--- src/rtl/mem_port_arbiter.sv ---
// Arbitrates one fixed-latency memory port between the fetch and data requesters,
// sequencing each access through IDLE -> BUSY -> RESP and routing the response back.
module mem_port_arbiter #(
    parameter int ADDR_W       = 32,
    parameter int DATA_W       = 32,
    parameter int MEM_LATENCY  = 2,
    parameter int MAX_DATA_RUN = 4
) (
    input  logic              clk,
    input  logic              rst,
    input  logic              d_req,
    input  logic [ADDR_W-1:0] d_addr,
    input  logic [DATA_W-1:0] d_wdata,
    input  logic              d_we,
    output logic              d_gnt,
    output logic [DATA_W-1:0] d_rdata,
    output logic              d_rvalid,
    input  logic              i_req,
    input  logic [ADDR_W-1:0] i_addr,
    output logic              i_gnt,
    output logic [DATA_W-1:0] i_rdata,
    output logic              i_rvalid,
    output logic              i_stall,
    output logic              mem_en,
    output logic [ADDR_W-1:0] mem_address,
    output logic [DATA_W-1:0] mem_i_val,
    output logic              mem_op_type,
    input  logic [DATA_W-1:0] mem_o_val
);

    typedef enum logic [1:0] {IDLE, BUSY, RESP} state_t;

    state_t     state_q, state_d;
    logic [3:0] lat_cnt;
    logic [3:0] data_run;
    logic       owner_fetch;
    logic       starve;

    always_comb begin
        state_d = state_q;
        d_gnt   = 1'b0;
        i_gnt   = 1'b0;
        starve  = d_req & i_req & (data_run == 4'(MAX_DATA_RUN));
        unique case (state_q)
            IDLE: begin
                if (!rst) begin
                    if (i_req & (starve | ~d_req)) i_gnt = 1'b1;
                    else if (d_req)                d_gnt = 1'b1;
                end
                if (d_gnt | i_gnt) state_d = BUSY;
            end
            BUSY:    if (lat_cnt == '0) state_d = RESP;
            RESP:    state_d = IDLE;
            default: state_d = IDLE;
        endcase
    end

    always_ff @(posedge clk) begin
        if (rst) state_q <= IDLE;
        else     state_q <= state_d;
    end

    always_ff @(posedge clk) begin
        if (rst) begin
            lat_cnt     <= '0;
            data_run    <= '0;
            owner_fetch <= 1'b0;
            d_rdata     <= '0;
            i_rdata     <= '0;
            d_rvalid    <= 1'b0;
            i_rvalid    <= 1'b0;
            mem_en      <= 1'b0;
            mem_address <= '0;
            mem_i_val   <= '0;
            mem_op_type <= 1'b0;
        end else begin
            d_rvalid <= 1'b0;
            i_rvalid <= 1'b0;

            // Run length only matters while fetch is actually waiting.
            if (!i_req || i_gnt)
                data_run <= '0;
            else if (d_gnt && data_run != 4'hF)
                data_run <= data_run + 4'd1;

            if (d_gnt || i_gnt) begin
                mem_en      <= 1'b1;
                mem_address <= i_gnt ? i_addr : d_addr;
                mem_i_val   <= i_gnt ? '0 : d_wdata;
                mem_op_type <= d_gnt & d_we;
                owner_fetch <= i_gnt;
                lat_cnt     <= 4'(MEM_LATENCY - 1);
            end

            if (state_q == BUSY) begin
                if (lat_cnt == '0) begin
                    mem_en      <= 1'b0;
                    mem_op_type <= 1'b0;
                    if (owner_fetch) begin
                        i_rvalid <= 1'b1;
                        if (!mem_op_type) i_rdata <= mem_o_val;
                    end else begin
                        d_rvalid <= 1'b1;
                        if (!mem_op_type) d_rdata <= mem_o_val;
                    end
                end else begin
                    lat_cnt <= lat_cnt - 4'd1;
                end
            end
        end
    end

    assign i_stall = i_req & ~i_rvalid;

endmodule
--- config.mk ---
export PLATFORM = sky130hd
export DESIGN_NAME = mem_port_arbiter
export DESIGN_NICKNAME = d
export VERILOG_FILES = /design/src/rtl/mem_port_arbiter.sv
export SDC_FILE = /design/constraint.sdc
export NUM_CORES = 1
export LEC_CHECK = 0
export BUFFER_PORTS_ARGS = -buffer_cell sky130_fd_sc_hd__buf_2
export CORE_MARGIN = 2
export CORE_UTILIZATION = 48
export CTS_BUF_LIST = sky130_fd_sc_hd__clkbuf_8
export CTS_CLUSTER_SIZE = 40
export DETAILED_ROUTE_END_ITERATION = 8
export PLACE_DENSITY = 0.93
export SETUP_SLACK_MARGIN = 0.1
export SLEW_MARGIN = 40
export SYNTH_ARGS = -nofsm -noshare
export SYNTH_HDL_FRONTEND = slang
export SYNTH_SLANG_ARGS = --single-unit
--- constraint.sdc ---
create_clock -name clk -period 2 [get_ports clk]
set_input_delay 0.1 -clock clk [delete_from_list [all_inputs] [get_ports clk]]
set_output_delay 0.1 -clock clk [all_outputs]
set_load 0.02 [all_outputs]
Word level (Yosys, flattened, before mapping)
Cells that the tools add are included.
- output and inout port bits: 135
- word-level logic and storage cells: 68
- register bits: 143
- muxes and demuxes: 25
- reduce and logical (&&, ||, !) cells: 11
- add/subtract/negate cells: 2
- equality and inequality tests: 5
- bitwise operators: 13
- operators with widths (operator ; number):
    32-bit two-way mux ; 2
    1-bit two-way mux ; 17
    4-bit two-way mux ; 3
    4-bit AND reduction ; 2
    1-bit NOT ; 6
    1-bit bitwise AND ; 5
    4-bit by 1-bit adder with 4-bit output, second input constant ; 1
    4-bit by 3-bit equality test with 1-bit output, second input constant ; 1
    4-bit logical NOT ; 1
    2-bit two-way mux ; 2
    2-bit != test, second input constant ; 2
    4-bit != test, second input constant ; 1
    2-bit one-hot mux with 2 select lines ; 1
    4-bit by 1-bit subtractor with 4-bit output, second input constant ; 1
    3-bit OR reduction ; 1
    2-bit by 1-bit equality test with 1-bit output, second input constant ; 1
    2-bit logical NOT ; 1
    1-bit logical OR ; 2
    1-bit bitwise OR ; 2
    2-bit AND reduction ; 1
    2-bit OR reduction ; 1
    1-bit logical AND ; 1
    1-bit logical NOT ; 1

Longest topological paths before layout
Gate-level depths: netlist (run 1).
- word-level depth: 12
- mapped depth: 9
- depth with buffers taken out: 7

Worst setup path before layout (run 1)
No wires, ideal clock.
- kind: flip-flop to flip-flop
- start point: register lat_cnt[0]
- end point: register d_rdata[22]
- slack: 426 ps
- arrival time: 1504 ps
- required time: 1930 ps
- clock period less this slack: 1574 ps
- stages on the path, launching flop included: 9
- library setup time: 70 ps
- buffers on the path: 2
- cells stage by stage: dfxtp_1 inv_1 ha_1 nor3b_1 buf_2 nand3_1 clkbuf_1 nand2_1 a21oi_1
- longest elaborated chain between the ends: 2
- RTL lines (what ; line ; RTL):
    start: declaration ; 34 ; logic [3:0] lat_cnt;
    start signal: assignment ; 92 ; lat_cnt <= 4'(MEM_LATENCY - 1);
    start signal: assignment ; 107 ; lat_cnt <= lat_cnt - 4'd1;
    4-bit logical NOT ; 96 ; if (lat_cnt == '0) begin
    4-bit AND reduction (no source line) ; - ;
    end signal: assignment ; 104 ; if (!mem_op_type) d_rdata <= mem_o_val;
    end: declaration ; 16 ; output logic [DATA_W-1:0] d_rdata,
No other way between the ends.
A chain may end at the register's enable or synchronous reset.

Final worst setup path (run 1)
- start point: input port rst
- end point: register mem_address[30]
- longest elaborated chain between the ends: 4
- elaborated cells on any way between the ends: 8
- those cells by class: 7 x mux; 1 x reduce/logical
- RTL lines (what ; line ; RTL):
    start: declaration ; 10 ; input logic rst,
    1-bit two-way mux ; 46 ; if (!rst) begin
    1-bit two-way mux (2 in a row) ; 44 ; unique case (state_q)
    32-bit two-way mux / 1-bit logical OR (equally long branches) ; 88, 86 ;
    end signal: assignment ; 88 ; mem_address <= i_gnt ? i_addr : d_addr;
    end: declaration ; 25 ; output logic [ADDR_W-1:0] mem_address,
Parallel ways exist; a longest one is shown, timed or not. The select of a mux whose other input is x is not followed.

==> results.toml, run 1 <==
[floorplan]
row_count = 39
design.core.area_um2 = 11400
dieArea_um2 = 12600
initial_utilization_pct = 49.4
die_height_um = 112
io_pins = 268
die_x_extent_um = 112

[finish]
antenna_cells_inserted = 0
mostFrequentLayoutCells = "264 x sky130_fd_sc_hd__buf_2, 249 x sky130_fd_sc_hd__nand2_1, 139 x sky130_fd_sc_hd__dfxtp_1"
ff_latch_area_um2 = 2870
areaGrowthSynthToFinish_pct = 59.3
final_net_count = 1198
drive_gt1_share_pct = 34.6
multi_input_area_um2 = 2510
layout.cells.most_common = "sky130_fd_sc_hd__buf_2"
n_fill_cell = 603

[route]
vias = 7226
detail-route-antenna-nets = 0
route.detailed.vias_per_inst = 5.93
first_pass_iters = 6
drc = 0
drt_first_iter_violations = 1186
post_drt_wl_per_cell_um = 21.2
totalWireLength_mm = 25.9

[timing]
hold_violations = 0
report.final.setup_viol = 0
finalCritPeriodShare_pct = 94.6
tightestPinTransition_ns = 0.630
fin_crit_ns = 1.89
hold_ws_ns = 0.158
relSlewSlack_pct = 57.9
grt_setup_unrepaired = "yes"
timing.setup.tns_ns = 0
worst_slack_setup_final_ns = 0.108
clock.fmax_mhz = 529
fin_worst_skew_ns = 0.0149
finalMaxSlewViolations = 0

[cts]
clock_insertion_delay_worst_skew_ns = 0.45
htree_levels = 4
cts_tree = "yes"
numClockSinks = 143
cts_inserted_buffers = 17
clock_transition_time_at_the_flip_flop_clock_pins_of_the_worst_setup_and_hold_paths_ns = 0.09
cts-root-buf = "sky130_fd_sc_hd__clkbuf_8"
cts_max_path_buffers = 2

[place]
buffer_ports.inserted = 267
dp_worst_setup_slack_ns = 0.228
place.gp.congestion = 0.841
hpwlAfterDp_mm = 11.5

[logic_synthesis]
synth-xor-area-share_pct = 0.155
ys.warnings.count = 0
synth.area.mux_share_pct = 0
synth_top_family_by_area = "simple AND/OR/NAND/NOR gates"
yosys.area_share.adder_pct = 0.666
synth.yosys.seq_area_share_pct = 50.8
synth_compound_gate_area_share_pct = 19.7
synth-seq-cells = 143
postSynthAreaPerCell_um2 = 8.40
post_synth_simple_gate_area_pct = 23.2
synth_area_um2 = 5640
postSynthCellCount = 671
post_synth_num_cell_types = 38
postSynthNetCount = 807

[pwr]
max_ir_drop_vdd_mv = 0.631
p_leak_nw = 3.96
cellPowerDensity_nw_per_um2 = 756

[min_path]
min_from = "i_req"
hold_path.class = "input port to register"

[setup_path]
critical_path_start_type = "input port"
worstSetupEndpointType = "register"
worst_ep_arrival_time_ns = 2.24
path_cells = "dlygate4sd3_1 > buf_4 > nor4b_4 > nand2_2 > inv_4 > buf_6 > buf_16 > nand2_1 > a311oi_2"
path_class = "input port to register"
critical-path-slowest-cell = "sky130_fd_sc_hd__dlygate4sd3_1"
launch_point_of_the_worst_path = "rst"
max_incr_delay_on_cp_ns = 0.55
regToRegStartpoint = "data_run[0]"
cp_max_fo = 13
critPathRequiredTime_ns = 2.34

[global_routing]
globalRouteOverflowTotal = 0
first_global_vias = 7054
grt_usage_pct = 37.7
grt_pass1_wl_mm = 37.1
number_of_antenna_violations_at_the_first_check_in_global_routing = 0
largest_net_degree_at_the_start_of_global_routing = 107

[job]
timing.max_cap.violations = 0

[status]
outcome = "finished, final reports clean"
[what timing repair did]
action | 4_1_cts | 5_1_grt
setup endpoints to repair | 2 | 52
hold endpoints to repair | 129 | 0
buffers inserted | 2 | 2
pin swaps | 1 | 4
hold buffers | 130 | 0
resized for setup | 4 | 22
gates cloned | 1 | 2
[metal layers]
| metal | track usage [%] | vias to the layer above | routed length (µm) |
|---|---|---|---|
| met5 | 0 | - | 0 |
| met4 | 29.9 | 0 | 2290 |
| met3 | 11.2 | 227 | 3090 |
| met2 | 63.1 | 706 | 12000 |
| met1 | 39.3 | 3265 | 8440 |
| li1 | - | 3028 | - |
[worst paths after layout]
path	end	slack, ns	cells after the start
setup / recovery	mem_address[30]	0.11	9
hold / removal	data_run[3]	0.16	3
setup reg to reg	mem_address[30]	0.13	9
hold reg to reg	i_rdata[25]	0.45	2
[cell families (layout without fill, tap and decap cells)]
group                    count (synthesis)  in the layout
AND/OR/NAND/NOR                        321            321
adder cells (fa/ha/maj)                  3              3
flip-flops                             143            143
AO/OA/AOI/OAI                          147            147
XOR/XNOR                                 1              1
buffers and inverters                   56            460
[sequential cells by signal, summed over array words and instances (netlist names)]
name / flops
mem_address: 32
owner_fetch: 1
lat_cnt: 4
mem_i_val: 32
d_rvalid: 1
i_rvalid: 1
state_q: 2
d_rdata: 32
i_rdata: 32
mem_op_type: 1
mem_en: 1
data_run: 4
[power by group]
part           internal (mW)  switching [mW]
Sequential              2.98           0.106
Combinational          0.583           0.756
Clock                   1.18            1.18
Total                   4.74            2.05
[Yosys cell counts, drive strengths merged]
cell type,n,area (µm²)
a211oi,4,30.0
a21bo,1,10.0
a21o,1,7.51
a21oi,97,485
a221oi,1,15.0
a22o,7,61.3
a311oi,32,480
a31oi,2,12.5
and2,2,12.5
and3,1,6.26
and4b,1,10.0
buf,32,219
clkbuf,18,67.6
dfxtp,143,2860
ha,3,37.5
inv,6,22.5
nand2,250,941
nand2b,2,12.5
nand3,6,30.0
nand3b,1,7.51
nand4b,3,26.3
nor2,41,154
nor2b,2,12.5
nor3,4,20.0
nor3b,1,7.51
nor4,1,6.26
nor4b,2,32.5
o21ai,2,10.0
or2,1,6.26
or3,2,12.5
or3b,1,8.76
xnor2,1,8.76
[per-stage QoR]
| stage | std cells | cell area [µm²] | util, % | power, mW |
|---|---|---|---|---|
| 2_1_floorplan | 671 | 5640 | - | 3.71 |
| 3_3_place_gp | 1049 | 7080 | 62.0 | 4.08 |
| 3_5_place_dp | 1049 | 7080 | 62.0 | 4.10 |
| 4_1_cts | 1214 | 8840 | 77.5 | 6.60 |
| 5_1_grt | 1218 | 8980 | 78.6 | 6.98 |
| 6_report | 1218 | 8980 | 78.6 | 6.79 |
[final cells by class]
cell class	instances	share of cell area, %
Timing Repair Buffer	422	33.3
Sequential cell	143	32.0
Multi-Input combinational cell	472	28.0
Clock buffer	19	2.91
Tap cell	143	1.99
Clock inverter	13	1.53
Inverter	6	0.307
[critical path: cells and delay by family]
kind,cells,cell delay [ns]
compound gates,1,0.34
buf+inv,5,1.16
simple gates,3,0.61
Power figures use the tool's default switching activity.
==> run 2: changes to the inputs <==
Settings changed: ABC_AREA set to 1, SKIP_LAST_GASP set to 1.
==> run 2 against run 1 <==
Net effect:
- die area rose by 3.4%
- sequential cell count did not move
- non-clock buffer count fell by 8
- critical path depth fell by 2
- setup slack improved by 0.054 ns
- maximum frequency rose by 2.9%
- critical path type is now register to output pin
- largest power group unchanged
==> results.toml, run 2 <==
[route]
detail-route-antenna-nets = 0
drt_first_iter_violations = 936
vias = 7542
route.detailed.vias_per_inst = 5.65
post_drt_wl_per_cell_um = 17.3
first_pass_iters = 7
drc = 0
totalWireLength_mm = 23.1

[global_routing]
grt_pass1_wl_mm = 34.9
number_of_antenna_violations_at_the_first_check_in_global_routing = 1
grt_usage_pct = 33.7
first_global_vias = 7228
largest_net_degree_at_the_start_of_global_routing = 99
globalRouteOverflowTotal = 0

[pwr]
p_leak_nw = 4.34
pwr-share-seq_pct = 45.3
clockPowerShare_pct = 34.3
cellPowerDensity_nw_per_um2 = 754
switching_power_mw = 2.07
total_power_mw = 6.81
netSwitchingFraction_pct = 30.5
cellInternalPower_mw = 4.73
pwr-share-comb_pct = 20.4
max_ir_drop_vdd_mv = 0.568

[timing]
finalCritPeriodShare_pct = 91.9
clock.fmax_mhz = 544
tightestPinTransition_ns = 0.775
worst_slack_setup_final_ns = 0.162
fin_worst_skew_ns = 0.0153
finalMaxSlewViolations = 0
hold_ws_ns = 0.0280
grt_setup_unrepaired = "yes"
hold_violations = 0
fin_crit_ns = 1.84
report.final.setup_viol = 0
timing.setup.tns_ns = 0
relSlewSlack_pct = 48.4

[floorplan]
io_pins = 268
initial_utilization_pct = 48.8
die_height_um = 114
dieArea_um2 = 13100
row_count = 40
design.core.area_um2 = 12000
die_x_extent_um = 114

[logic_synthesis]
synth_area_um2 = 5830
synth.area.mux_share_pct = 0
yosys.area_share.adder_pct = 0.643
post_synth_simple_gate_area_pct = 27.4
synth-xor-area-share_pct = 0.600
yosys.area.top_type = "sky130_fd_sc_hd__dfxtp_1"
postSynthNetCount = 936
post_synth_num_cell_types = 21
yosys-top-cells-count = "210 x sky130_fd_sc_hd__nand2_1, 143 x sky130_fd_sc_hd__dfxtp_1, 137 x sky130_fd_sc_hd__a21oi_1, 105 x sky130_fd_sc_hd__nand3_1, 83 x sky130_fd_sc_hd__inv_1"
postSynth.topFlopCell = "sky130_fd_sc_hd__dfxtp_1"
synth-seq-cells = 143
synth_top_area_share_pct = 49.1
synth.yosys.seq_area_share_pct = 49.1
most_frequent_cell_after_synthesis = "sky130_fd_sc_hd__nand2_1"
synth_compound_gate_area_share_pct = 12.4
ys.warnings.count = 0
synthTopCellsByArea = "sky130_fd_sc_hd__dfxtp_1 49%, sky130_fd_sc_hd__nand2_1 14%, sky130_fd_sc_hd__a21oi_1 12%"
synth_top_family_by_area = "simple AND/OR/NAND/NOR gates"
postSynthAreaPerCell_um2 = 7.29
postSynthCellCount = 800
synth-edff-count = 0
postSynth.asyncResetShare_pct = 0

[place]
place.gp.congestion = 0.865
buffer_ports.inserted = 267
hpwlAfterDp_mm = 11.6
post_dp_cell_area_um2 = 7270
dp_worst_setup_slack_ns = 0.292
placed_cells_incl_taps = 1174

[setup_path]
critical_path_start_type = "register"
rr_worst_depth = 6
launch_point_of_the_worst_path = "data_run[0]"
regToRegStartpoint = "state_q[0]"
critPathRequiredTime_ns = 1.90
worstSetupEndpointType = "output pin"
endpoint_of_the_worst_slack_reg_to_reg_timing_path = "mem_address[19]"
path_class = "register to output pin"
cp_max_fo = 11
worst_ep_arrival_time_ns = 1.74
worst-r2r-setup-slack_ns = 0.20

[cts]
clock_transition_time_at_the_flip_flop_clock_pins_of_the_worst_setup_and_hold_paths_ns = 0.08
htree_levels = 4
numClockSinks = 143
cts-root-buf = "sky130_fd_sc_hd__clkbuf_8"
cts_inserted_buffers = 17
cts_max_path_buffers = 2
cts_tree = "yes"
clock_insertion_delay_worst_skew_ns = 0.45

[min_path]
hold_path.class = "input port to register"
min_from = "rst"
end_of_the_worst_hold_path = "state_q[0]"
holdPathStages = 4

[finish]
mostFrequentLayoutCells = "264 x sky130_fd_sc_hd__buf_2, 209 x sky130_fd_sc_hd__nand2_1, 141 x sky130_fd_sc_hd__dfxtp_1"
drive_gt1_share_pct = 29.1
final_net_count = 1310
areaGrowthSynthToFinish_pct = 54.7
fin_area_um2 = 9020
final-instance-count-excl-fill = 1335
layout.cells.most_common = "sky130_fd_sc_hd__buf_2"
utilization_pct = 75.4

[job]
timing.max_cap.violations = 0

[status]
outcome = "finished, final reports clean"
==> run 2: routing by layer <==
layer	track usage (%)	wire length, µm	share of wire (%)	vias up
met2	55.6	11000	48	639
met5	0	0	0	-
met3	11.9	2480	11	140
li1	-	-	-	3358
met4	25.2	1490	6.4	0
met1	35.4	8150	35	3405
==> run 2: area by class of cell <==
| type | instances | area (µm²) |
|---|---|---|
| Clock buffer | 19 | 262 |
| Antenna cell | 1 | 2.50 |
| Multi-Input combinational cell | 513 | 2440 |
| Fill cell | 766 | 2940 |
| Sequential cell | 143 | 2870 |
| Timing Repair Buffer | 414 | 2810 |
| Tap cell | 147 | 184 |
| Clock inverter | 13 | 138 |
| Inverter | 85 | 323 |
==> run 2: cells by family after synthesis <==
logic type,count (synthesis)
buffers and inverters,144
AO/OA/AOI/OAI,142
XOR/XNOR,4
flip-flops,143
AND/OR/NAND/NOR,364
adder cells (fa/ha/maj),3
==> run 2: power groups by stage <==
stage	sequential [mW]	combinational (mW)	clock, mW
after detailed placement	3.13	1.08	0
after global routing	3.09	1.49	2.47
after CTS	3.07	1.28	2.35
after floorplan	3.30	0.506	0
after global placement	3.13	1.07	0
final	3.08	1.39	2.33
==> run 2: worst max-delay path by stage <==
stage / slack, ns / to
CTS: 0.11 / d_gnt
finish: 0.16 / d_gnt
global placement: 0.33 / mem_address[27]
detailed placement: 0.29 / mem_address[1]
global route: 0.07 / d_gnt
floorplan: 0.59 / data_run[0]
==> run 2: what timing repair did <==
| action | in CTS | in global routing |
|---|---|---|
| endpoints found under the setup margin | 2 | 4 |
| hold endpoints to repair | 129 | 0 |
| cloned | 1 | 1 |
| pin swaps | 0 | 3 |
| hold buffers | 114 | 0 |
| setup buffers | 0 | 12 |
| resized for setup | 10 | 7 |
==> run 2: critical path: stages, from the launching register on <==
cell and delay (ns):
sky130_fd_sc_hd__dfxtp_2 0.34, sky130_fd_sc_hd__inv_1 0.07, sky130_fd_sc_hd__ha_2 0.18, sky130_fd_sc_hd__nand4_1 0.13, sky130_fd_sc_hd__nand3_2 0.15, sky130_fd_sc_hd__clkinvlp_4 0.11, sky130_fd_sc_hd__buf_12 0.15, sky130_fd_sc_hd__buf_4 0.16
==> run 3: changes to the inputs <==
==> constraint.sdc (replaced) <==
create_clock -name clk -period 2 [get_ports clk]
set_input_delay 0.3 -clock clk [delete_from_list [all_inputs] [get_ports clk]]
set_output_delay 0.3 -clock clk [all_outputs]
set_load 0.02 [all_outputs]
==> run 3 against run 2 <==
Net effect:
- global-route usage is 9.1 points lower
- core utilization shrank 11 points
- via count fell by 18%
- sequential share of layout area up 5.5 points
- critical path depth shrank 1
- power shrank 6.3%
- count of clock-buffer cells in the layout unchanged
- cell count fell by 9.8%
- cell area decreased by 15%
- non-clock buffer count fell by 129
- hold slack improved by 0.078 ns
- clock skew decreased by 0.0027 ns
- critical path type unchanged
- critical endpoint unchanged
==> results.toml, run 3 (synthesis results as in run 2) <==
[status]
outcome = "finished, final reports clean"

[setup_path]
path_class = "register to output pin"
cp_max_fo = 4
critPathRequiredTime_ns = 1.70
critical_path_start_type = "register"
worst_ep_arrival_time_ns = 1.46
worstSetupEndpointType = "output pin"

[cts]
clock_transition_time_at_the_flip_flop_clock_pins_of_the_worst_setup_and_hold_paths_ns = 0.08
htree_levels = 4
cts_tree = "yes"
clock_insertion_delay_worst_skew_ns = 0.44
cts-root-buf = "sky130_fd_sc_hd__clkbuf_8"
cts_hold_buffers = 0
numClockSinks = 143
cts_max_path_buffers = 2
cts_inserted_buffers = 17

[route]
drt_first_iter_violations = 467
post_drt_wl_per_cell_um = 13.8
drc = 0
totalWireLength_mm = 16.6
route.detailed.vias_per_inst = 5.17
first_pass_iters = 7
detail-route-antenna-nets = 0
vias = 6220

[place]
placed_cells_incl_taps = 1171
hpwlAfterDp_mm = 11.6
buffer_ports.inserted = 267
place.gp.congestion = 0.849

[floorplan]
die_x_extent_um = 114
io_pins = 268
design.core.area_um2 = 12000
row_count = 40
initial_utilization_pct = 48.8
dieArea_um2 = 13100
die_height_um = 114

[global_routing]
first_global_vias = 5719
globalRouteOverflowTotal = 0
grt_pass1_wl_mm = 25.8
largest_net_degree_at_the_start_of_global_routing = 73
number_of_antenna_violations_at_the_first_check_in_global_routing = 0
grt_usage_pct = 24.6

[timing]
tightestPinTransition_ns = 0.720
grt_setup_unrepaired = "no"
clock.fmax_mhz = 567
fin_worst_skew_ns = 0.0126
fin_crit_ns = 1.76
relSlewSlack_pct = 52.0
report.final.setup_viol = 0
finalMaxSlewViolations = 0
finalCritPeriodShare_pct = 88.2
hold_violations = 0
timing.setup.tns_ns = 0

[pwr]
p_leak_nw = 3.75
max_ir_drop_vdd_mv = 0.659
cellPowerDensity_nw_per_um2 = 830

[job]
timing.max_cap.violations = 0

[finish]
antenna_cells_inserted = 0
utilization_pct = 64.3
drive_gt1_share_pct = 31.1
mostFrequentLayoutCells = "264 x sky130_fd_sc_hd__buf_2, 209 x sky130_fd_sc_hd__nand2_1, 141 x sky130_fd_sc_hd__dfxtp_1"
final-instance-count-excl-fill = 1204
areaGrowthSynthToFinish_pct = 31.8
layout.cells.most_common = "sky130_fd_sc_hd__buf_2"
final_net_count = 1181

[min_path]
hold_path.class = "input port to register"
## run 3: repair_timing
action | in CTS | in global routing
buffers inserted | 2 | 0
pin swaps | 0 | 3
setup endpoints to repair | 2 | 4
gates resized for setup | 1 | 11
## run 3: power by group
group / switching, mW / internal (mW) / total (mW)
clock: 1.06 / 1.15 / 2.21
sequential: 0.0780 / 2.99 / 3.07
combinational: 0.711 / 0.384 / 1.10
## run 3: area by class of cell
class	instances	area, µm²
Sequential cell	143	2870
Clock buffer	19	262
Tap cell	147	184
Timing Repair Buffer	285	1500
Fill cell	1035	4270
Inverter	85	322
Clock inverter	12	123
Multi-Input combinational cell	513	2430
## run 3: worst paths after layout
check | cells past startpoint | slack, ns | startpoint | endpoint
setup / recovery | 6 | 0.24 | data_run[0] | d_gnt
hold / removal | 3 | 0.11 | d_wdata[9] | mem_i_val[9]
setup reg to reg | 8 | 0.28 | lat_cnt[0] | d_rdata[17]
hold reg to reg | 2 | 0.46 | d_rdata[16] | d_rdata[16]
## run 3: worst max-delay path, stage by stage (launching register included)
cell and delay (ns):
sky130_fd_sc_hd__dfxtp_2 0.36, sky130_fd_sc_hd__inv_2 0.06, sky130_fd_sc_hd__ha_4 0.15, sky130_fd_sc_hd__nand4_1 0.10, sky130_fd_sc_hd__nand3_2 0.13, sky130_fd_sc_hd__inv_4 0.09
sky130_fd_sc_hd__buf_4 0.14
## run 3: stage by stage
stage          setup WS (ns)  hold slack [ns]  total power, mW  cell area (µm²)
6_report               0.237            0.106             6.38             7690
5_1_grt                0.120           0.0952             6.67             7690
4_1_cts               0.0641           0.0740             6.42             7660
3_5_place_dp           0.333            0.451             4.22             7260
3_3_place_gp           0.343            0.445             4.19             7260
2_1_floorplan          0.471            0.442             3.80             5830
## run 3: layer usage
metal  wire length (µm)  part of all wire (%)  up-vias  GRT usage (%)
li1                   -                     -     3102              -
met1               6550                    40     2795           26.9
met2               8150                    49      280           43.4
met3               1330                   8.0       43           7.68
met4                540                   3.3        0           11.4
met5                  0                     0        -              0
